==> src/rtl/if_id_queue.sv <==
// if_id_queue: DEPTH-entry IF/ID instruction FIFO with valid/ready handshakes, one-cycle flush and NOP bubble when empty
module if_id_queue #(
  parameter int ADDR_W = 32,
  parameter int INST_W = 32,
  parameter int DEPTH = 4,
  parameter logic [INST_W-1:0] NOP_INST = 'h13,
  localparam int CNT_W = $clog2(DEPTH + 1)
) (
  input  logic              clk,
  input  logic              rst,
  input  logic              flush,
  input  logic              if_valid,
  output logic              if_ready,
  input  logic [ADDR_W-1:0] if_pc,
  input  logic [ADDR_W-1:0] if_npc,
  input  logic [INST_W-1:0] if_inst,
  input  logic [ADDR_W-1:0] if_pred,
  output logic              id_valid,
  input  logic              id_ready,
  output logic [ADDR_W-1:0] id_pc,
  output logic [ADDR_W-1:0] id_npc,
  output logic [INST_W-1:0] id_inst,
  output logic [ADDR_W-1:0] id_pred,
  output logic [CNT_W-1:0]  count
);
  localparam int PW = $clog2(DEPTH);
  logic [ADDR_W-1:0] pc_q [DEPTH];
  logic [ADDR_W-1:0] npc_q [DEPTH];
  logic [INST_W-1:0] inst_q [DEPTH];
  logic [ADDR_W-1:0] pred_q [DEPTH];
  logic [PW-1:0] wr_ptr, rd_ptr;
  logic [CNT_W-1:0] cnt;
  logic push, pop;
  assign if_ready = cnt != CNT_W'(DEPTH);
  assign id_valid = cnt != '0;
  assign push = if_valid & if_ready & ~flush;
  assign pop = id_valid & id_ready & ~flush;
  assign count = cnt;
  always_comb begin
    id_pc = id_valid ? pc_q[rd_ptr] : '0;
    id_npc = id_valid ? npc_q[rd_ptr] : '0;
    id_inst = id_valid ? inst_q[rd_ptr] : NOP_INST;
    id_pred = id_valid ? pred_q[rd_ptr] : '0;
  end
  always_ff @(posedge clk) begin
    if (rst || flush) begin
      wr_ptr <= '0;
      rd_ptr <= '0;
      cnt <= '0;
    end else begin
      wr_ptr <= wr_ptr + PW'(push);
      rd_ptr <= rd_ptr + PW'(pop);
      cnt <= cnt + CNT_W'(push) - CNT_W'(pop);
    end
  end
  always_ff @(posedge clk) begin
    if (push) begin
      pc_q[wr_ptr] <= if_pc;
      npc_q[wr_ptr] <= if_npc;
      inst_q[wr_ptr] <= if_inst;
      pred_q[wr_ptr] <= if_pred;
    end
  end
endmodule

==> config.mk <==
export PLATFORM = sky130hd
export DESIGN_NAME = if_id_queue
export DESIGN_NICKNAME = d
export VERILOG_FILES = /design/src/rtl/if_id_queue.sv
export SDC_FILE = /design/constraint.sdc
export NUM_CORES = 1
export LEC_CHECK = 0
export BUFFER_PORTS_ARGS = -buffer_cell sky130_fd_sc_hd__buf_2
export CORE_ASPECT_RATIO = 2
export CORE_UTILIZATION = 55
export CTS_CLUSTER_DIAMETER = 40
export DETAILED_ROUTE_END_ITERATION = 6
export PLACE_DENSITY = 0.88
export SLEW_MARGIN = 10
export SYNTH_ARGS = -nofsm -noshare
export SYNTH_HDL_FRONTEND = slang
export SYNTH_SLANG_ARGS = --single-unit
==> constraint.sdc <==
create_clock -name clk -period 20.5 [get_ports clk]
set_input_delay 3.075 -clock clk [delete_from_list [all_inputs] [get_ports clk]]
set_output_delay 3.075 -clock clk [all_outputs]
set_load 0.01 [all_outputs]
==> results.cfg <==
[run_status]
outcome = finished clean

[clocking]
hold_buffers = 0
ctsRootBufferMaster = clkbuf_16
post_cts_resized = 0
cts_tree = built
clkSinkCount = 519
cts_buffers = 43
htreeDepth = 2
post_cts_buffers = 0
clkTransAtPathRegs_ns = 0.07
clockBufferDepth = 3
clock_latency_ns = 0.55

[sta]
worstMarginPinSlew_ns = 1.00
fmaxAchievable_mhz = 152
slew_viol_final = 0
whs_ns = 0.632
finClkSkew_ns = 0.00695
finalCritPeriodShare_pct = 32.0
hold_violations = 0
setup_violations = 0
rsz0062_at_grt = false
slew_headroom_pct = 32.9
fin_crit_ns = 6.56
fin_tns_setup_ns = 0

[final_layout]
layoutNonFillerInstCount = 1628
drive_gt1_share_pct = 41.7
areaGrowthSynthToFinish_pct = 15.9
num-nets-final = 1269
final.fill_count = 2264

[route]
drtPass1Iterations = 5
drt_iter0_markers = 498
wl_per_cell_um = 23.5
vias = 9262
viasPerCell = 5.69
wl_mm = 38.3
final_antenna_net_count = 0
drc = 0

[placement]
portBuffers = 265
dp_hpwl_mm = 23.8
dp_cells = 1533
place_congestion = 0.794

[die]
core_um2 = 35200
design.portCount = 266
fp.dieH_um = 270
die_w_um = 136
die-area_um2 = 36700
row_count = 97
initial_core_util_pct = 56.1

[setup_path]
worstPathCellList = buf_4 > buf_4 > mux4_2 > and2_1 > buf_2
crit_top_cell = buf_4
crit_arrival_ns = 3.49
end_kind = primary output
path_delay_family = buffers and inverters
startpoint_type = flip-flop
worstPathRequired_ns = 17.43
crit_slowest_cell = buf_4
crit_type = flip-flop to primary output
slowest_delay_ns = 0.79
worst-path-buf-inv = 3
path_max_fanout = 59

[global_route]
antenna_found_initial = 24
grt_pass1_wl_mm = 57.7
grt_max_degree = 67
grt_use_total_pct = 21.6
grt_pass1_vias = 10100
grt_overflow = 0

[synthesis]
ys.flop_type = edfxtp_1
yosys_warnings = 0
ys_seq_area_share_pct = 78.6
ys_async_sr_fraction_pct = 0
synth_area_um2 = 19700
ys_ff_latch = 519
synth_cell_types = 28
syn_area_per_cell_um2 = 23.1
syn-num-nets = 989
synthCells = 853
synth_edf_count = 512

[power_and_ir_drop]
power-per-cell-area_nw_per_um2 = 89.3
ir_drop_mv = 0.0786
leakage_uw = 0.00778

[min_path]
hp-class = flip-flop to flip-flop

[flow_run]
cap_violations = 0
[per-layer routing]
| layer | GRT usage (%) | vias up | part of all wire, % |
|---|---|---|---|
| met5 | 0 | - | 0.26 |
| li1 | - | 4070 | - |
| met2 | 38.0 | 313 | 54 |
| met1 | 23.3 | 4752 | 34 |
| met3 | 4.30 | 113 | 5.2 |
| met4 | 13.8 | 14 | 6.1 |
[state kept, by name, summed over array words and instances (netlist names)]
signal,flops
count,3
pred_q,128
wr_ptr,2
npc_q,128
inst_q,128
rd_ptr,2
pc_q,128
[synth_stat cells, drive strengths merged, types with 2 or more instances]
master	instances	area share, %
and2	128	4.1
buf	26	1.1
clkbuf	18	0.34
dfxtp	7	0.71
edfxtp	512	78
ha	2	0.13
inv	3	0.057
mux4	128	15
nor2	2	0.038
nor3	7	0.20
nor3b	2	0.076
or2	3	0.095
xnor2	3	0.13
xor2	2	0.089
[kinds of logic after synthesis]
| group | count (synthesis) | synth area share (%) |
|---|---|---|
| DFF | 519 | 78.6 |
| and+or+nand+nor | 145 | 4.57 |
| muxes | 128 | 14.6 |
| buffers and inverters | 47 | 1.48 |
| AOI/OAI and AO/OA | 6 | 0.235 |
| xor gates and xnor gates | 5 | 0.222 |
| adders and majority gates | 3 | 0.228 |
[worst reg2reg max path, stage by stage, from the launching register on]
cell      delay [ns]
dfxtp_1         0.53
or3b_2          0.24
nand3b_1        0.27
nor3b_2         0.91
buf_4           0.80
buf_4           0.93
[stage by stage]
stage	power (uW)	cell area, um^2	utilization, %	setup slack [ns]
global placement	1280	21500	61.0	13.91
global route	2100	22900	64.9	13.74
CTS	2060	22800	64.8	13.90
finish	2040	22900	64.9	13.94
detailed placement	1290	21500	61.0	13.84
floorplan	1250	19700	-	6.88
[power breakdown]
group	switching (uW)	total, uW	internal (uW)
logic	42.6	76.6	34.0
registers	4.92	1190	1180
clock network	359	777	418
[worst paths after layout]
| check | startpoint | to | slack (ns) | depth (start not counted) |
|---|---|---|---|---|
| min | wr_ptr[1] | wr_ptr[1] | 0.63 | 2 |
| max reg2reg | count[1] | pc_q[1][29] | 16.38 | 5 |
| min reg2reg | wr_ptr[1] | wr_ptr[1] | 0.63 | 2 |
| max | rd_ptr[1] | id_npc[12] | 13.94 | 5 |
[layout by cell type (no fill, tap or decap), drive strengths merged]
cell / instances
a211o: 1
nor3: 7
nand2: 1
o41ai: 1
edfxtp: 512
a21oi: 1
buf: 279
or2: 3
o311ai: 1
o31ai: 1
mux4: 128
clkinv: 20
nand3b: 1
ha: 2
bufinv: 1
o211ai: 1
diode: 17
xor2: 2
or3b: 1
nor3b: 2
nor2: 2
xnor2: 3
inv: 6
and2: 128
clkinvlp: 6
dfxtp: 7
clkbuf: 48
fa: 1
[cell type report]
cell class / count / area [um^2] / area share (%)
sequential: 519 / 15500 / 67.9
multi-input combinational: 287 / 3940 / 17.2
timing repair buffer: 279 / 1430 / 6.26
clock buffer: 48 / 1140 / 4.98
tap: 445 / 557 / 2.44
clock inverter: 30 / 213 / 0.931
antenna: 17 / 42.5 / 0.186
inverter: 3 / 12.5 / 0.0547
Note: power is estimated with default switching activity, not from simulation.
